--- src/rtl/sdram_arbiter.sv ---
// ---------------------------------------------------------------------------
// sdram_arbiter
//
// Shares one SDRAM controller port between NUM_CLIENTS toggle-handshake
// requesters (client 0 = PRG fetch, 1 = CHR fetch, 2 = MCU loader).
// Client 0 has absolute priority. Clients 1..NUM_CLIENTS-1 are served
// round-robin. Each client's last read word is held until that client's
// next completed read.
//
// Handshake (both the client side and the controller side):
//   The requester sets its command fields and then toggles req. The request
//   is outstanding while req != ack. The fields stay stable until ack == req.
//   The responder completes the request by toggling ack so that it equals req
//   again. Only inequality is evaluated, so a double toggle cancels an
//   unserved request.
//
// Ports
//   clk, reset_n      system clock, asynchronous active-low reset
//   c_req / c_ack     per-client request / completion toggles
//   c_we              per-client write enable (1 = write)
//   c_address         per-client word address, client i at [i*ADDR_BITS +: ADDR_BITS]
//   c_data_write      per-client write data, client i at [i*16 +: 16]
//   c_wmask           per-client byte enables, bit1 = [15:8], bit0 = [7:0]
//   c_data_read       per-client registered read data, client i at [i*16 +: 16]
//   m_req / m_ack     controller request / completion toggles
//   m_we, m_address,
//   m_data_write,
//   m_wmask           registered command to the controller
//   m_data_read       controller read data, valid when m_ack == m_req
//   busy              1 while a command is outstanding at the controller
//   grant             index of the client currently or last served
//   fsm_state         debug view of the FSM: 0 = IDLE, 1 = BUSY
// ---------------------------------------------------------------------------
module sdram_arbiter #(
    parameter int  NUM_CLIENTS = 3,
    parameter int  ADDR_BITS   = 22,
    localparam int GW          = (NUM_CLIENTS > 1) ? $clog2(NUM_CLIENTS) : 1
) (
    input  logic                             clk,
    input  logic                             reset_n,
    input  logic [NUM_CLIENTS-1:0]           c_req,
    output logic [NUM_CLIENTS-1:0]           c_ack,
    input  logic [NUM_CLIENTS-1:0]           c_we,
    input  logic [NUM_CLIENTS*ADDR_BITS-1:0] c_address,
    input  logic [NUM_CLIENTS*16-1:0]        c_data_write,
    input  logic [NUM_CLIENTS*2-1:0]         c_wmask,
    output logic [NUM_CLIENTS*16-1:0]        c_data_read,
    output logic                             m_req,
    input  logic                             m_ack,
    output logic                             m_we,
    output logic [ADDR_BITS-1:0]             m_address,
    output logic [15:0]                      m_data_write,
    output logic [1:0]                       m_wmask,
    input  logic [15:0]                      m_data_read,
    output logic                             busy,
    output logic [GW-1:0]                    grant,
    output logic                             fsm_state
);

    typedef enum logic {
        IDLE = 1'b0,
        BUSY = 1'b1
    } state_t;

    state_t state;

    logic [NUM_CLIENTS-1:0] pending;
    logic [GW-1:0]          rr_ptr;
    logic [GW-1:0]          win;
    logic [GW-1:0]          rr_next;
    logic [GW:0]            cand;
    logic [GW:0]            win_inc;
    logic                   found;

    logic [ADDR_BITS-1:0] addr_arr  [NUM_CLIENTS];
    logic [15:0]          wdata_arr [NUM_CLIENTS];
    logic [1:0]           wmask_arr [NUM_CLIENTS];
    logic [15:0]          rd_q      [NUM_CLIENTS];

    // Unpack the flat client buses and pack the held read words back out.
    for (genvar g = 0; g < NUM_CLIENTS; g++) begin : g_clients
        assign addr_arr[g]             = c_address[g*ADDR_BITS +: ADDR_BITS];
        assign wdata_arr[g]            = c_data_write[g*16 +: 16];
        assign wmask_arr[g]            = c_wmask[g*2 +: 2];
        assign c_data_read[g*16 +: 16] = rd_q[g];
    end

    assign pending   = c_req ^ c_ack;
    assign fsm_state = (state == BUSY);

    // Winner: client 0 if pending, else the first pending client found by
    // walking 1..NUM_CLIENTS-1 starting at rr_ptr and wrapping back to 1.
    always_comb begin
        win   = '0;
        found = 1'b0;
        cand  = '0;
        if (pending[0]) begin
            found = 1'b1;
        end
        for (int k = 0; k < NUM_CLIENTS - 1; k++) begin
            cand = {1'b0, rr_ptr} + (GW+1)'(k);
            if (cand >= (GW+1)'(NUM_CLIENTS)) begin
                cand = cand - (GW+1)'(NUM_CLIENTS - 1);
            end
            if (!found && pending[cand[GW-1:0]]) begin
                win   = cand[GW-1:0];
                found = 1'b1;
            end
        end
    end

    // Pointer value after granting client win (only used when win >= 1).
    always_comb begin
        win_inc = {1'b0, win} + (GW+1)'(1);
        rr_next = win_inc[GW-1:0];
        if (win_inc == (GW+1)'(NUM_CLIENTS)) begin
            rr_next = GW'(1);
        end
    end

    always_ff @(posedge clk or negedge reset_n) begin
        if (!reset_n) begin
            state        <= IDLE;
            m_req        <= 1'b0;
            m_we         <= 1'b0;
            m_address    <= '0;
            m_data_write <= '0;
            m_wmask      <= '0;
            c_ack        <= '0;
            busy         <= 1'b0;
            grant        <= '0;
            rr_ptr       <= GW'(1);
            for (int i = 0; i < NUM_CLIENTS; i++) begin
                rd_q[i] <= '0;
            end
        end else begin
            case (state)
                IDLE: begin
                    if (found) begin
                        m_we         <= c_we[win];
                        m_address    <= addr_arr[win];
                        m_data_write <= wdata_arr[win];
                        m_wmask      <= wmask_arr[win];
                        m_req        <= ~m_req;
                        grant        <= win;
                        busy         <= 1'b1;
                        state        <= BUSY;
                        // A grant to client 0 must not disturb the rotation.
                        if (win != '0) begin
                            rr_ptr <= rr_next;
                        end
                    end
                end
                BUSY: begin
                    if (m_ack == m_req) begin
                        if (!m_we) begin
                            rd_q[grant] <= m_data_read;
                        end
                        c_ack[grant] <= ~c_ack[grant];
                        busy         <= 1'b0;
                        state        <= IDLE;
                    end
                end
                default: state <= IDLE;
            endcase
        end
    end

endmodule

--- config.mk ---
export PLATFORM = sky130hd
export DESIGN_NAME = sdram_arbiter
export DESIGN_NICKNAME = d
export VERILOG_FILES = /design/src/rtl/sdram_arbiter.sv
export SDC_FILE = /design/constraint.sdc
export NUM_CORES = 1
export LEC_CHECK = 0
export ABC_AREA = 1
export ABC_CLOCK_PERIOD_IN_PS = 2400
export CAP_MARGIN = 20
export CORE_MARGIN = 4
export CORE_UTILIZATION = 25
export CTS_CLUSTER_SIZE = 8
export DETAILED_ROUTE_END_ITERATION = 10
export MAX_ROUTING_LAYER = met4
export PLACE_DENSITY = 0.64
export REMOVE_ABC_BUFFERS = 1
export SETUP_SLACK_MARGIN = 0.4
export SYNTH_ARGS = -nofsm -noshare
export SYNTH_HDL_FRONTEND = slang
export SYNTH_SLANG_ARGS = --single-unit
--- constraint.sdc ---
create_clock -name clk -period 2.4 [get_ports clk]
set_input_delay 0.48 -clock clk [delete_from_list [all_inputs] [get_ports clk]]
set_output_delay 0.48 -clock clk [all_outputs]
set_load 0.05 [all_outputs]
==> flow_summary.html, run 1 <==
<table>
<tr><th>Metric</th><th>Value</th></tr>
<tr><th colspan="2">Run status</th></tr>
<tr><td>Run status</td><td>complete, no violations</td></tr>
<tr><th colspan="2">Floorplan</th></tr>
<tr><td>Initial standard-cell utilization of the core</td><td>25.5%</td></tr>
<tr><td>Horiz. Die Dim</td><td>149 um</td></tr>
<tr><td>I/O pin cnt</td><td>242</td></tr>
<tr><td>Total Die Area</td><td>0.0222 sq mm</td></tr>
<tr><td>Die Ht</td><td>149 um</td></tr>
<tr><td>Core Box Area</td><td>0.0195 sq mm</td></tr>
<tr><td>Num rows</td><td>51</td></tr>
<tr><th colspan="2">Clock tree</th></tr>
<tr><td>CTS Root Buffer Type</td><td>sky130_fd_sc_hd__clkbuf_16</td></tr>
<tr><td>Insertion delay to the later sink of the worst-skew pair</td><td>0.35 ns</td></tr>
<tr><td>CTS Buffer Depth</td><td>2</td></tr>
<tr><td>Htree depth</td><td>3</td></tr>
<tr><td>Number of clock sinks</td><td>99</td></tr>
<tr><td>TritonCTS Buffers</td><td>9</td></tr>
<tr><td>TritonCTS clock tree</td><td>done</td></tr>
<tr><td>Hold-fix buffer count after cts</td><td>0</td></tr>
<tr><td>Worst-path clk slew</td><td>0.07 ns</td></tr>
<tr><th colspan="2">Routing</th></tr>
<tr><td>TritonRoute pass-1 iters</td><td>4</td></tr>
<tr><td>Final WL</td><td>18,100 um</td></tr>
<tr><td>Residual DRC</td><td>0</td></tr>
<tr><td>Total vias in the final route</td><td>5,203</td></tr>
<tr><td>Routed wire per std cell</td><td>15.1 um</td></tr>
<tr><td>First DRT Iteration DRCs</td><td>247</td></tr>
<tr><td>Routed vias/inst</td><td>4.35</td></tr>
<tr><td>Antenna violation net count after detailed routing</td><td>0</td></tr>
<tr><th colspan="2">Finish</th></tr>
<tr><td>Post-Layout Cell Count</td><td>1,197</td></tr>
<tr><td>Number of diodes added for antenna fixing</td><td>0</td></tr>
<tr><td>Area added between synthesis and finish</td><td>64.4%</td></tr>
<tr><td>Most used cells in the layout excluding fill and tap cells</td><td>sky130_fd_sc_hd__nand2_1 (364), sky130_fd_sc_hd__clkdlybuf4s50_1 (142), sky130_fd_sc_hd__dfrtp_1 (98)</td></tr>
<tr><td>Final nets</td><td>1,072</td></tr>
<tr><td>Share of cells above drive strength 1</td><td>5.90%</td></tr>
<tr><td>Most common cell after layout, fill and taps aside</td><td>sky130_fd_sc_hd__nand2_1</td></tr>
<tr><th colspan="2">Pwr</th></tr>
<tr><td>Maximum resistive drop on vdd</td><td>573 uV</td></tr>
<tr><td>Sequential share of power</td><td>23.7%</td></tr>
<tr><td>Switching portion of total power</td><td>54.0%</td></tr>
<tr><td>Sum of internal, switching and leakage power</td><td>12.3 mW</td></tr>
<tr><td>Reported leakage power</td><td>4.30 nW</td></tr>
<tr><td>Power density of the placed cells</td><td>1510 mW/mm^2</td></tr>
<tr><td>Switching Power</td><td>6.66 mW</td></tr>
<tr><td>Combinational power share</td><td>63.8%</td></tr>
<tr><td>Part of the power in the clock network</td><td>12.5%</td></tr>
<tr><td>Cell internal power dissipation</td><td>5.67 mW</td></tr>
<tr><th colspan="2">Worst setup path</th></tr>
<tr><td>Crit Path Max Fanout</td><td>21</td></tr>
<tr><td>Startpoint of the most critical setup path</td><td>c_req[2]</td></tr>
<tr><td>Type of element capturing the critical path</td><td>flip-flop</td></tr>
<tr><td>Critical path depth</td><td>13</td></tr>
<tr><td>Register-to-register setup slack</td><td>0.48 ns</td></tr>
<tr><td>Worst-case reg-to-reg path depth</td><td>11</td></tr>
<tr><td>Cell type group with the largest total delay on the critical path</td><td>buffers and inverters</td></tr>
<tr><td>Nature of the critical path startpoint</td><td>input port</td></tr>
<tr><td>Worst r2r dst</td><td>m_wmask[0]$_DFFE_PN0P_</td></tr>
<tr><td>Startpoint of the worst register-to-register path</td><td>rr_ptr[0]$_DFFE_PN1P_</td></tr>
<tr><td>Data arrival time of the critical path</td><td>2.21 ns</td></tr>
<tr><td>Cell mode on critical path</td><td>sky130_fd_sc_hd__nand2_1</td></tr>
<tr><td>Crit-path cells</td><td>clkdlybuf4s50_1 &gt; inv_1 &gt; nand2_1 &gt; nand3_4 &gt; nand2_4 &gt; nand3_2 &gt; o21ai_4 &gt; buf_4 &gt; clkbuf_16 &gt; nand3_1 &gt; nand2_1 &gt; nand2_1 &gt; nand2_1</td></tr>
<tr><td>Req. time, crit path</td><td>2.69 ns</td></tr>
<tr><td>Largest stage delay on the critical path</td><td>0.49 ns</td></tr>
<tr><td>Count of buffer and inverter cells on the critical path</td><td>4</td></tr>
<tr><td>Type of the setup path with the least slack</td><td>in2reg</td></tr>
<tr><td>Standard cell with the maximum stage delay on the critical path</td><td>sky130_fd_sc_hd__clkdlybuf4s50_1</td></tr>
<tr><td>Destination of the critical timing path</td><td>m_wmask[0]$_DFFE_PN0P_</td></tr>
<tr><th colspan="2">Run</th></tr>
<tr><td>Number of max-cap violations</td><td>0</td></tr>
<tr><th colspan="2">Placed design</th></tr>
<tr><td>Buffers on Ports</td><td>241</td></tr>
<tr><td>Final weighted congestion of routability-driven global placement</td><td>0.828</td></tr>
<tr><td>HPWL after detailed placement</td><td>12,700 um</td></tr>
<tr><td>Post-Place Cells</td><td>1,176</td></tr>
<tr><th colspan="2">STA</th></tr>
<tr><td>Final Max Tran Viols</td><td>0</td></tr>
<tr><td>Worst Max-Slew Pin Slew</td><td>0.649 ns</td></tr>
<tr><td>Final hold viol count</td><td>0</td></tr>
<tr><td>Portion of the clock cycle consumed by the worst path in the final layout</td><td>80.3%</td></tr>
<tr><td>Worst-case headroom to the max-slew limit</td><td>56.7%</td></tr>
<tr><td>Worst setup skew after layout</td><td>0.0112 ns</td></tr>
<tr><td>Unrepaired setup endpoints after global routing</td><td>true</td></tr>
<tr><td>Final critical path time including I/O delays and setup</td><td>1.93 ns</td></tr>
<tr><td>FMAX</td><td>519 MHz</td></tr>
<tr><td>Final setup violation count</td><td>0</td></tr>
<tr><th colspan="2">Global routing</th></tr>
<tr><td>Global routing's busiest layer</td><td>met2</td></tr>
<tr><td>Global Route met1 Usage</td><td>20.4%</td></tr>
<tr><td>Remaining global-route overflow</td><td>0</td></tr>
<tr><td>Maximum number of pins on one net before global-route repair</td><td>56</td></tr>
<tr><td>GR met3 Demand/Resource</td><td>2.55%</td></tr>
<tr><td>Global Route met2 Usage</td><td>25.0%</td></tr>
<tr><td>Vias in the first global route</td><td>5,067</td></tr>
<tr><td>Global-route wire length before repair</td><td>27,000 um</td></tr>
<tr><td>Overall fraction of global-route tracks in use</td><td>15.7%</td></tr>
<tr><td>Initial antenna violation count</td><td>0</td></tr>
<tr><th colspan="2">Synth</th></tr>
<tr><td>Synthesis Warnings</td><td>0</td></tr>
<tr><td>Yosys reg bits</td><td>99</td></tr>
<tr><td>Most instantiated flip-flop cell in the synthesis netlist</td><td>sky130_fd_sc_hd__dfrtp_1</td></tr>
<tr><td>Syn Inst Count</td><td>695</td></tr>
<tr><td>Part of the Yosys area used for sequential elements</td><td>49.8%</td></tr>
<tr><td>Number of flops mapped to enable cells by yosys</td><td>0</td></tr>
<tr><td>Combined area of all synthesized cells</td><td>0.00498 sq mm</td></tr>
<tr><td>Number of unique standard cell types used by synthesis</td><td>21</td></tr>
<tr><td>Synthesized area divided by synthesized cell count</td><td>7.17 sq um</td></tr>
<tr><td>Synth async-reset ratio</td><td>100%</td></tr>
<tr><th colspan="2">Hold path</th></tr>
<tr><td>Min-Delay Path Class</td><td>in2async</td></tr>
</table>
## kinds of logic after synthesis
kind of cell    after synthesis  synth area share (%)
simple gates                464                  37.7
flops                        99                  49.8
buf+inv                      72                  6.20
compound gates               58                  5.95
xor+xnor                      2                 0.352
## synth_stat cells, types with 2 or more instances
master                       n  area [sq um]
sky130_fd_sc_hd__nand2_1   366          1370
sky130_fd_sc_hd__dfrtp_1    98          2450
sky130_fd_sc_hd__nand3_1    87           435
sky130_fd_sc_hd__o21ai_0    55           275
sky130_fd_sc_hd__inv_1      27           101
sky130_fd_sc_hd__buf_2      25           125
sky130_fd_sc_hd__clkbuf_1   15          56.3
sky130_fd_sc_hd__nor2_1      4          15.0
sky130_fd_sc_hd__buf_4       2          15.0
sky130_fd_sc_hd__inv_2       2          7.51
sky130_fd_sc_hd__nand2_2     2          12.5
sky130_fd_sc_hd__nand3_2     2          20.0
sky130_fd_sc_hd__nor3_1      2          10.0
## power by group through the flow
stage	clock, mW	sequential [mW]	combinational [mW]
2_1_floorplan	0	5.52	2.35
3_3_place_gp	0	2.96	8.09
3_5_place_dp	0	2.96	8.15
4_1_cts	1.61	2.92	7.65
5_1_grt	1.66	3.03	8.51
6_report	1.54	2.92	7.87
## through the flow
step / TNS, ns / hold WS [ns] / util (%) / setup slack [ns] / instance area, sq um
after floorplan: -56.14 / 0.184 / - / -1.21 / 4780
after global placement: 0 / 0.456 / 40.1 / 0.144 / 7830
after detailed placement: 0 / 0.464 / 40.1 / 0.135 / 7830
after CTS: 0 / 0.169 / 41.1 / 0.401 / 8030
after global routing: 0 / 0.200 / 41.9 / 0.369 / 8190
final: 0 / 0.157 / 41.9 / 0.473 / 8190
## final cells by class
| type | instances | area (sq um) |
|---|---|---|
| flip-flops and latches | 99 | 2480 |
| well taps | 265 | 332 |
| fillers | 2045 | 11300 |
| clock buffers | 9 | 225 |
| repair buffers | 264 | 2690 |
| multi-input cells | 524 | 2260 |
| inverters | 29 | 109 |
| clock inverters | 7 | 96.3 |
## flip-flops by register name (all words and copies together), names as in the netlist
| name | flops |
|---|---|
| c_data_read | 48 |
| m_address | 22 |
| m_we | 1 |
| c_ack | 3 |
| rr_ptr | 2 |
| m_wmask | 2 |
| busy | 1 |
| fsm_state | 1 |
| grant | 2 |
| m_data_write | 16 |
| m_req | 1 |
## how the worst min path moves through the flow
stage / startpoint / end / slack (ns) / cells past startpoint
finish: reset_n / c_ack[1]$_DFFE_PN0P_ / 0.16 / 1
global route: reset_n / c_ack[1]$_DFFE_PN0P_ / 0.20 / 1
detailed placement: rr_ptr[1]$_DFFE_PN0P_ / rr_ptr[1]$_DFFE_PN0P_ / 0.46 / 2
global placement: rr_ptr[1]$_DFFE_PN0P_ / rr_ptr[1]$_DFFE_PN0P_ / 0.46 / 2
floorplan: reset_n / busy$_DFFE_PN0P_ / 0.18 / 0
CTS: reset_n / m_data_write[15]$_DFFE_PN0P_ / 0.17 / 1
## repair_timing
action,CTS,global route
setup buffers,0,2
endpoints found under the setup margin,95,59
resized for setup,95,15
pin swaps,0,4
cloned,0,3
## routing by layer
metal  share of wire, %  vias to the layer above
met5                  0                        -
met4                2.1                        0
met3                5.5                       28
met2                 48                      149
met1                 44                     2372
li1                   -                     2654
No activity file was read; power rests on OpenSTA's default activity.
==> run 2, diff against run 1 <==
- ABC_CLOCK_PERIOD_IN_PS: 2400 -> 2000
- clock period: 2.4 -> 2 ns (I/O delays scaled with it)
==> run 2 against run 1 <==
Compared with the run above:
- via count up 4.7%
- largest power group unchanged
- first-iteration DRC count up 45%
- critical path type is now reg2reg
- largest cell class unchanged
- global-route usage up 1.1 points
==> flow_summary.html, run 2 (synthesis results as in run 1) <==
<table>
<tr><th>Metric</th><th>Value</th></tr>
<tr><th colspan="2">STA</th></tr>
<tr><td>Worst-case headroom to the max-slew limit</td><td>68.6% (was 56.7%)</td></tr>
<tr><td>Final hold viol count</td><td>0 (unchanged)</td></tr>
<tr><td>Worst Max-Slew Pin Slew</td><td>0.471 ns (was 0.649 ns)</td></tr>
<tr><td>Unrepaired setup endpoints after global routing</td><td>true (unchanged)</td></tr>
<tr><td>Final critical path time including I/O delays and setup</td><td>1.84 ns</td></tr>
<tr><td>Final Max Tran Viols</td><td>0 (unchanged)</td></tr>
<tr><td>Worst hold slack across all endpoints</td><td>0.00315 ns (was 0.157 ns)</td></tr>
<tr><td>Final Worst Setup Slack</td><td>0.165 ns (was 0.473 ns)</td></tr>
<tr><td>Worst setup skew after layout</td><td>0.00536 ns (was 0.0112 ns)</td></tr>
<tr><td>Total Neg Setup Slack</td><td>0 ns (unchanged)</td></tr>
<tr><td>Final setup violation count</td><td>0 (unchanged)</td></tr>
<tr><td>FMAX</td><td>545 MHz</td></tr>
<tr><td>Portion of the clock cycle consumed by the worst path in the final layout</td><td>91.8%</td></tr>
<tr><th colspan="2">Placed design</th></tr>
<tr><td>Post-Place Cells</td><td>1,184 (was 1,176)</td></tr>
<tr><td>Final weighted congestion of routability-driven global placement</td><td>0.838 (was 0.828)</td></tr>
<tr><td>HPWL after detailed placement</td><td>13,000 um (was 12,700 um)</td></tr>
<tr><td>Buffers on Ports</td><td>241 (unchanged)</td></tr>
<tr><td>Setup slack at placement</td><td>-0.206 ns (was 0.135 ns)</td></tr>
<tr><td>Post-detailed-placement cell area</td><td>0.00786 sq mm (was 0.00783 sq mm)</td></tr>
<tr><th colspan="2">Routing</th></tr>
<tr><td>DR top layer</td><td>met4 (unchanged)</td></tr>
<tr><td>Antenna violation net count after detailed routing</td><td>0 (unchanged)</td></tr>
<tr><td>First DRT Iteration DRCs</td><td>357 (was 247)</td></tr>
<tr><td>Total vias in the final route</td><td>5,445 (was 5,203)</td></tr>
<tr><td>Routed length on met1</td><td>9200 um (was 8050 um)</td></tr>
<tr><td>Routed wire per std cell</td><td>16.3 um (was 15.1 um)</td></tr>
<tr><td>TritonRoute pass-1 iters</td><td>5 (was 4)</td></tr>
<tr><td>Residual DRC</td><td>0 (unchanged)</td></tr>
<tr><td>Routed vias/inst</td><td>4.41 (was 4.35)</td></tr>
<tr><td>Final WL</td><td>20,100 um (was 18,100 um)</td></tr>
<tr><td>Routed length on met3</td><td>880 um (was 996 um)</td></tr>
<tr><td>Detailed route wirelength on metal2</td><td>9690 um (was 8690 um)</td></tr>
<tr><th colspan="2">Floorplan</th></tr>
<tr><td>I/O pin cnt</td><td>242 (unchanged)</td></tr>
<tr><td>Horiz. Die Dim</td><td>149 um (unchanged)</td></tr>
<tr><td>Total Die Area</td><td>0.0222 sq mm (unchanged)</td></tr>
<tr><td>Die Ht</td><td>149 um (unchanged)</td></tr>
<tr><td>Initial standard-cell utilization of the core</td><td>25.5% (unchanged)</td></tr>
<tr><td>Core Box Area</td><td>0.0195 sq mm (unchanged)</td></tr>
<tr><td>Num rows</td><td>51 (unchanged)</td></tr>
<tr><th colspan="2">Finish</th></tr>
<tr><td>Post-route core utilization</td><td>46.9% (was 41.9%)</td></tr>
<tr><td>Post-Layout Cell Count</td><td>1,234 (was 1,197)</td></tr>
<tr><td>Share of cells above drive strength 1</td><td>25.8% (was 5.90%)</td></tr>
<tr><td>Filler Cell Count</td><td>1,900 (was 2,045)</td></tr>
<tr><td>Area added between synthesis and finish</td><td>84.0% (was 64.4%)</td></tr>
<tr><td>Number of flip-flops in the largest register</td><td>48 (unchanged)</td></tr>
<tr><td>Most common cell after layout, fill and taps aside</td><td>sky130_fd_sc_hd__nand2_1 (unchanged)</td></tr>
<tr><td>Most used cells in the layout excluding fill and tap cells</td><td>sky130_fd_sc_hd__nand2_1 (320), sky130_fd_sc_hd__clkdlybuf4s50_1 (139), sky130_fd_sc_hd__dfrtp_1 (97) (was sky130_fd_sc_hd__nand2_1 (364), sky130_fd_sc_hd__clkdlybuf4s50_1 (142), sky130_fd_sc_hd__dfrtp_1 (98))</td></tr>
<tr><td>Final nets</td><td>1,109 (was 1,072)</td></tr>
<tr><td>Final instance area</td><td>0.00917 sq mm (was 0.00819 sq mm)</td></tr>
<tr><td>Number of diodes added for antenna fixing</td><td>0 (unchanged)</td></tr>
<tr><th colspan="2">Pwr</th></tr>
<tr><td>Reported leakage power</td><td>4.54 nW (was 4.30 nW)</td></tr>
<tr><td>Part of the power in the clock network</td><td>11.9% (was 12.5%)</td></tr>
<tr><td>Sequential share of power</td><td>21.2% (was 23.7%)</td></tr>
<tr><td>Combinational power share</td><td>66.9% (was 63.8%)</td></tr>
<tr><td>Switching portion of total power</td><td>51.2% (was 54.0%)</td></tr>
<tr><td>Maximum resistive drop on vdd</td><td>704 uV (was 573 uV)</td></tr>
<tr><td>Switching Power</td><td>8.60 mW (was 6.66 mW)</td></tr>
<tr><td>Power density of the placed cells</td><td>1830 mW/mm^2 (was 1510 mW/mm^2)</td></tr>
<tr><td>Sum of internal, switching and leakage power</td><td>16.8 mW (was 12.3 mW)</td></tr>
<tr><td>Cell internal power dissipation</td><td>8.21 mW (was 5.67 mW)</td></tr>
<tr><th colspan="2">Global routing</th></tr>
<tr><td>Global-route wire length before repair</td><td>28,700 um (was 27,000 um)</td></tr>
<tr><td>Remaining global-route overflow</td><td>0 (unchanged)</td></tr>
<tr><td>Maximum number of pins on one net before global-route repair</td><td>44 (was 56)</td></tr>
<tr><td>Vias in the first global route</td><td>5,221 (was 5,067)</td></tr>
<tr><td>Overall fraction of global-route tracks in use</td><td>16.8% (was 15.7%)</td></tr>
<tr><td>Initial antenna violation count</td><td>0 (unchanged)</td></tr>
<tr><th colspan="2">Worst setup path</th></tr>
<tr><td>Startpoint of the worst register-to-register path</td><td>rr_ptr[0]$_DFFE_PN1P_ (unchanged)</td></tr>
<tr><td>Data arrival time of the critical path</td><td>2.12 ns (was 2.21 ns)</td></tr>
<tr><td>Crit Path Max Fanout</td><td>6 (was 21)</td></tr>
<tr><td>Cell type group with the largest total delay on the critical path</td><td>buffers and inverters (unchanged)</td></tr>
<tr><td>Req. time, crit path</td><td>2.28 ns (was 2.69 ns)</td></tr>
<tr><td>Count of buffer and inverter cells on the critical path</td><td>6 (was 4)</td></tr>
<tr><td>Type of element capturing the critical path</td><td>flip-flop (unchanged)</td></tr>
<tr><td>Standard cell with the maximum stage delay on the critical path</td><td>sky130_fd_sc_hd__dfstp_2 (was sky130_fd_sc_hd__clkdlybuf4s50_1)</td></tr>
<tr><td>Startpoint of the most critical setup path</td><td>rr_ptr[0]$_DFFE_PN1P_ (was c_req[2])</td></tr>
<tr><td>Largest stage delay on the critical path</td><td>0.60 ns (was 0.49 ns)</td></tr>
<tr><td>Crit-path cells</td><td>buf_4 &gt; inv_2 &gt; nand4_4 &gt; buf_12 &gt; nand2_8 &gt; buf_12 &gt; buf_16 &gt; buf_4 &gt; o21ai_2 &gt; nand2_1 &gt; nand2_1 (was clkdlybuf4s50_1 &gt; inv_1 &gt; nand2_1 &gt; nand3_4 &gt; nand2_4 &gt; nand3_2 &gt; o21ai_4 &gt; buf_4 &gt; clkbuf_16 &gt; nand3_1 &gt; nand2_1 &gt; nand2_1 &gt; nand2_1)</td></tr>
<tr><td>Type of the setup path with the least slack</td><td>reg2reg (was in2reg)</td></tr>
<tr><td>Nature of the critical path startpoint</td><td>flip-flop (was input port)</td></tr>
<tr><th colspan="2">Clock tree</th></tr>
<tr><td>Htree depth</td><td>3 (unchanged)</td></tr>
<tr><td>TritonCTS Buffers</td><td>9 (unchanged)</td></tr>
<tr><td>CTS Root Buffer Type</td><td>sky130_fd_sc_hd__clkbuf_16 (unchanged)</td></tr>
<tr><td>Worst-path clk slew</td><td>0.07 ns (about the same)</td></tr>
<tr><td>Insertion delay to the later sink of the worst-skew pair</td><td>0.35 ns (about the same)</td></tr>
<tr><td>TritonCTS clock tree</td><td>done (unchanged)</td></tr>
<tr><td>Hold-fix buffer count after cts</td><td>0 (unchanged)</td></tr>
<tr><td>CTS Buffer Depth</td><td>2 (unchanged)</td></tr>
<tr><td>Number of clock sinks</td><td>99 (unchanged)</td></tr>
<tr><th colspan="2">Run status</th></tr>
<tr><td>Run status</td><td>complete, no violations (unchanged)</td></tr>
<tr><th colspan="2">Hold path</th></tr>
<tr><td>Min-Delay Path Class</td><td>in2async (unchanged)</td></tr>
<tr><th colspan="2">Run</th></tr>
<tr><td>Number of max-cap violations</td><td>0 (unchanged)</td></tr>
</table>
run 2: cell count changes in the layout (fill, tap and decap cells not counted), sizes merged, moves of 2 or more:
cell	change
clkdlybuf4s50	-3
dlymetal6s2s	-2
clkdlybuf4s15	+73
dlygate4sd2	-92
buf	+54
clkbuf	+7
run 2: routing by layer:
metal | GRT usage [%] | vias up
met5 | - | -
met4 | 3.94 | 0
met3 | 2.73 | 21
met2 | 27.2 | 167
met1 | 22.3 | 2528
li1 | - | 2729
run 2: layout make-up:
| type | count | area [sq um] | share of cell area, % |
|---|---|---|---|
| timing repair buffer | 301 | 3370 | 36.8 |
| multi-input combinational | 524 | 2530 | 27.6 |
| sequential | 99 | 2480 | 27.1 |
| tap | 265 | 332 | 3.62 |
| clock buffer | 9 | 225 | 2.46 |
| clock inverter | 7 | 119 | 1.30 |
| inverter | 29 | 111 | 1.22 |
run 2: what timing repair did:
action / in CTS / in global routing
resized for setup: 253 / 88
cloned: 3 / 11
setup endpoints to repair: 154 / 97
setup buffers: 10 / 10
pin swaps: 11 / 39
run 2: power groups by stage:
stage | Sequential, mW | Combinational (mW) | Clock (mW)
2_1_floorplan | 6.62 | 2.82 | 0
3_3_place_gp | 3.56 | 9.73 | 0
3_5_place_dp | 3.55 | 9.82 | 0
4_1_cts | 3.55 | 10.3 | 2.06
5_1_grt | 3.70 | 12.0 | 2.15
6_report | 3.57 | 11.3 | 1.99
run 2: final timing paths:
check                                               to  slack (ns)  cells past startpoint
setup reg to reg                 rr_ptr[1]$_DFFE_PN0P_        0.16                     11
min in group clk                   fsm_state$_DFF_PN0_        0.43                      3
max in group asynchronous  c_data_read[42]$_DFFE_PN0P_        1.36                      2
setup / recovery                 rr_ptr[1]$_DFFE_PN0P_        0.16                     11
hold / removal             c_data_read[45]$_DFFE_PN0P_       0.003                      1
hold reg to reg            m_data_write[8]$_DFFE_PN0P_        0.48                      2
==> run 3, diff against run 2 <==
- ABC_CLOCK_PERIOD_IN_PS: 2000 -> 2360
- PLACE_DENSITY: 0.64 -> 0.58
- clock period: 2 -> 2.36 ns (I/O delays scaled with it)
==> run 3 against run 2 <==
Compared with the run above:
- power fell by 26%
- clock skew grew 0.0043 ns
- clock-buffer cell count unchanged
- register-to-register slack gained 0.37 ns
- utilization is 4.9 points lower
- via count shrank 4.3%
==> flow_summary.html, run 3 (synthesis results as in run 1) <==
<table>
<tr><th>Metric</th><th>Value</th></tr>
<tr><th colspan="2">Worst setup path</th></tr>
<tr><td>Worst-case reg-to-reg path depth</td><td>10 (was 11)</td></tr>
<tr><td>Cell type group with the largest total delay on the critical path</td><td>buffers and inverters (unchanged)</td></tr>
<tr><td>Type of the setup path with the least slack</td><td>reg2out (was reg2reg)</td></tr>
<tr><td>Type of element capturing the critical path</td><td>output port (was flip-flop)</td></tr>
<tr><td>Crit-path cells</td><td>dlygate4sd2_1 (was buf_4 &gt; inv_2 &gt; nand4_4 &gt; buf_12 &gt; nand2_8 &gt; buf_12 &gt; buf_16 &gt; buf_4 &gt; o21ai_2 &gt; nand2_1 &gt; nand2_1)</td></tr>
<tr><td>Data arrival time of the critical path</td><td>1.43 ns (was 2.12 ns)</td></tr>
<tr><td>Crit Path Max Fanout</td><td>7 (was 6)</td></tr>
<tr><td>Register-to-register setup slack</td><td>0.53 ns (was 0.16 ns)</td></tr>
<tr><td>Critical path depth</td><td>1 (was 11)</td></tr>
<tr><td>Standard cell with the maximum stage delay on the critical path</td><td>sky130_fd_sc_hd__dlygate4sd2_1 (was sky130_fd_sc_hd__dfstp_2)</td></tr>
<tr><td>Largest stage delay on the critical path</td><td>0.58 ns (was 0.60 ns)</td></tr>
<tr><td>Worst r2r dst</td><td>m_wmask[0]$_DFFE_PN0P_ (was rr_ptr[1]$_DFFE_PN0P_)</td></tr>
<tr><td>Nature of the critical path startpoint</td><td>flip-flop (unchanged)</td></tr>
<tr><td>Startpoint of the most critical setup path</td><td>grant[0]$_DFFE_PN0P_ (was rr_ptr[0]$_DFFE_PN1P_)</td></tr>
<tr><td>Destination of the critical timing path</td><td>grant[0] (was rr_ptr[1]$_DFFE_PN0P_)</td></tr>
<tr><td>Startpoint of the worst register-to-register path</td><td>rr_ptr[0]$_DFFE_PN1P_ (unchanged)</td></tr>
<tr><td>Req. time, crit path</td><td>1.89 ns (was 2.28 ns)</td></tr>
<tr><td>Count of buffer and inverter cells on the critical path</td><td>1 (was 6)</td></tr>
<tr><th colspan="2">Finish</th></tr>
<tr><td>Number of diodes added for antenna fixing</td><td>0 (unchanged)</td></tr>
<tr><td>Final nets</td><td>1,074 (was 1,109)</td></tr>
<tr><td>Most used cells in the layout excluding fill and tap cells</td><td>sky130_fd_sc_hd__nand2_1 (362), sky130_fd_sc_hd__clkdlybuf4s50_1 (141), sky130_fd_sc_hd__dfrtp_1 (98) (was sky130_fd_sc_hd__nand2_1 (320), sky130_fd_sc_hd__clkdlybuf4s50_1 (139), sky130_fd_sc_hd__dfrtp_1 (97))</td></tr>
<tr><td>Number of flip-flops in the largest register</td><td>48 (unchanged)</td></tr>
<tr><td>Post-Layout Cell Count</td><td>1,199 (was 1,234)</td></tr>
<tr><td>Most common cell after layout, fill and taps aside</td><td>sky130_fd_sc_hd__nand2_1 (unchanged)</td></tr>
<tr><td>Area added between synthesis and finish</td><td>64.8% (was 84.0%)</td></tr>
<tr><td>Final instance area</td><td>0.00821 sq mm (was 0.00917 sq mm)</td></tr>
<tr><td>Share of cells above drive strength 1</td><td>6.32% (was 25.8%)</td></tr>
<tr><th colspan="2">Global routing</th></tr>
<tr><td>Global-route wire length before repair</td><td>27,100 um (was 28,700 um)</td></tr>
<tr><td>Vias in the first global route</td><td>4,818 (was 5,221)</td></tr>
<tr><td>Initial antenna violation count</td><td>0 (unchanged)</td></tr>
<tr><td>Maximum number of pins on one net before global-route repair</td><td>57 (was 44)</td></tr>
<tr><td>Overall fraction of global-route tracks in use</td><td>15.9% (was 16.8%)</td></tr>
<tr><td>Remaining global-route overflow</td><td>0 (unchanged)</td></tr>
<tr><th colspan="2">Pwr</th></tr>
<tr><td>Combinational power share</td><td>64.4% (was 66.9%)</td></tr>
<tr><td>Switching portion of total power</td><td>54.6% (was 51.2%)</td></tr>
<tr><td>Switching Power</td><td>6.80 mW (was 8.60 mW)</td></tr>
<tr><td>Maximum resistive drop on vdd</td><td>600 uV (was 704 uV)</td></tr>
<tr><td>Part of the power in the clock network</td><td>11.8% (was 11.9%)</td></tr>
<tr><td>Reported leakage power</td><td>4.30 nW (was 4.54 nW)</td></tr>
<tr><td>Power density of the placed cells</td><td>1520 mW/mm^2 (was 1830 mW/mm^2)</td></tr>
<tr><td>Sequential share of power</td><td>23.7% (was 21.2%)</td></tr>
<tr><td>Cell internal power dissipation</td><td>5.65 mW (was 8.21 mW)</td></tr>
<tr><th colspan="2">Routing</th></tr>
<tr><td>Antenna violation net count after detailed routing</td><td>0 (unchanged)</td></tr>
<tr><td>Final WL</td><td>18,800 um (was 20,100 um)</td></tr>
<tr><td>TritonRoute pass-1 iters</td><td>6 (was 5)</td></tr>
<tr><td>First DRT Iteration DRCs</td><td>287 (was 357)</td></tr>
<tr><td>Routed vias/inst</td><td>4.34 (was 4.41)</td></tr>
<tr><td>Routed wire per std cell</td><td>15.7 um (was 16.3 um)</td></tr>
<tr><td>Total vias in the final route</td><td>5,209 (was 5,445)</td></tr>
<tr><td>Residual DRC</td><td>0 (unchanged)</td></tr>
<tr><th colspan="2">Clock tree</th></tr>
<tr><td>Htree depth</td><td>3 (unchanged)</td></tr>
<tr><td>Insertion delay to the later sink of the worst-skew pair</td><td>0.35 ns (about the same)</td></tr>
<tr><td>Hold-fix buffer count after cts</td><td>0 (unchanged)</td></tr>
<tr><td>CTS Root Buffer Type</td><td>sky130_fd_sc_hd__clkbuf_16 (unchanged)</td></tr>
<tr><td>TritonCTS Buffers</td><td>9 (unchanged)</td></tr>
<tr><td>TritonCTS clock tree</td><td>done (unchanged)</td></tr>
<tr><td>Number of clock sinks</td><td>99 (unchanged)</td></tr>
<tr><td>CTS Buffer Depth</td><td>2 (unchanged)</td></tr>
<tr><td>Worst-path clk slew</td><td>0.08 ns (was 0.07 ns)</td></tr>
<tr><th colspan="2">STA</th></tr>
<tr><td>Unrepaired setup endpoints after global routing</td><td>false (was true)</td></tr>
<tr><td>Final hold viol count</td><td>0 (unchanged)</td></tr>
<tr><td>Final critical path time including I/O delays and setup</td><td>1.90 ns</td></tr>
<tr><td>Worst hold slack across all endpoints</td><td>0.113 ns (was 0.00315 ns)</td></tr>
<tr><td>FMAX</td><td>525 MHz</td></tr>
<tr><td>Final Max Tran Viols</td><td>0 (unchanged)</td></tr>
<tr><td>Portion of the clock cycle consumed by the worst path in the final layout</td><td>80.6%</td></tr>
<tr><td>Worst Max-Slew Pin Slew</td><td>0.588 ns (was 0.471 ns)</td></tr>
<tr><td>Final setup violation count</td><td>0 (unchanged)</td></tr>
<tr><td>Total Neg Setup Slack</td><td>0 ns (unchanged)</td></tr>
<tr><td>Worst setup skew after layout</td><td>0.00966 ns (was 0.00536 ns)</td></tr>
<tr><td>Worst-case headroom to the max-slew limit</td><td>61.0% (was 68.6%)</td></tr>
<tr><th colspan="2">Placed design</th></tr>
<tr><td>Buffers on Ports</td><td>241 (unchanged)</td></tr>
<tr><td>HPWL after detailed placement</td><td>13,100 um (was 13,000 um)</td></tr>
<tr><td>Final weighted congestion of routability-driven global placement</td><td>0.811 (was 0.838)</td></tr>
<tr><td>Post-Place Cells</td><td>1,177 (was 1,184)</td></tr>
<tr><td>Post-detailed-placement cell area</td><td>0.00785 sq mm (was 0.00786 sq mm)</td></tr>
<tr><th colspan="2">Floorplan</th></tr>
<tr><td>I/O pin cnt</td><td>242 (unchanged)</td></tr>
<tr><td>Num rows</td><td>51 (unchanged)</td></tr>
<tr><td>Initial standard-cell utilization of the core</td><td>25.5% (unchanged)</td></tr>
<tr><td>Total Die Area</td><td>0.0222 sq mm (unchanged)</td></tr>
<tr><td>Core Box Area</td><td>0.0195 sq mm (unchanged)</td></tr>
<tr><td>Die Ht</td><td>149 um (unchanged)</td></tr>
<tr><td>Horiz. Die Dim</td><td>149 um (unchanged)</td></tr>
<tr><th colspan="2">Hold path</th></tr>
<tr><td>Min-Delay Path Class</td><td>in2async (unchanged)</td></tr>
<tr><th colspan="2">Run</th></tr>
<tr><td>Number of max-cap violations</td><td>0 (unchanged)</td></tr>
<tr><th colspan="2">Run status</th></tr>
<tr><td>Run status</td><td>complete, no violations (unchanged)</td></tr>
</table>
[run 3: repair_timing]
item	4_1_cts	5_1_grt
gates cloned	0	4
gates resized for setup	97	16
pin swaps	0	5
setup buffers	0	2
endpoints found under the setup margin	97	65
[run 3: worst min path at each step]
stage                                             end  slack [ns]  cells after the start
after floorplan                      busy$_DFFE_PN0P_        0.18                      0
after global placement          rr_ptr[1]$_DFFE_PN0P_        0.46                      2
after detailed placement        rr_ptr[1]$_DFFE_PN0P_        0.46                      2
after CTS                  c_data_read[5]$_DFFE_PN0P_        0.13                      1
after global routing      c_data_read[45]$_DFFE_PN0P_        0.15                      1
final                     c_data_read[45]$_DFFE_PN0P_        0.11                      1
[run 3: stage by stage]
stage	power (mW)	setup slack (ns)	utilization [%]
6_report	12.5	0.457	42.0
5_1_grt	13.3	0.408	42.0
4_1_cts	12.3	0.432	41.1
3_5_place_dp	11.3	0.0659	40.2
3_3_place_gp	11.3	0.0872	40.2
2_1_floorplan	8.00	-1.25	-
[run 3: routing by layer]
layer	global-route usage, %	routed length, um	vias up
met1	20.3	8260	2392
met4	5.08	360	0
met3	2.43	896	22
li1	-	-	2658
met5	-	0	-
met2	26.1	9320	137
[run 3: layout make-up]
class                   count  area (sq um)
repair buffers            266          2720
well taps                 265           332
inverters                  29           109
fillers                  2028         11300
flip-flops and latches     99          2480
clock inverters             7          67.6
clock buffers               9           225
multi-input cells         524          2280
[run 3: power groups by stage]
stage	registers (mW)	clock network [mW]	logic [mW]
2_1_floorplan	5.61	0	2.39
3_3_place_gp	2.98	0	8.29
3_5_place_dp	3.00	0	8.33
4_1_cts	2.95	1.53	7.81
5_1_grt	3.06	1.58	8.65
6_report	2.96	1.47	8.02
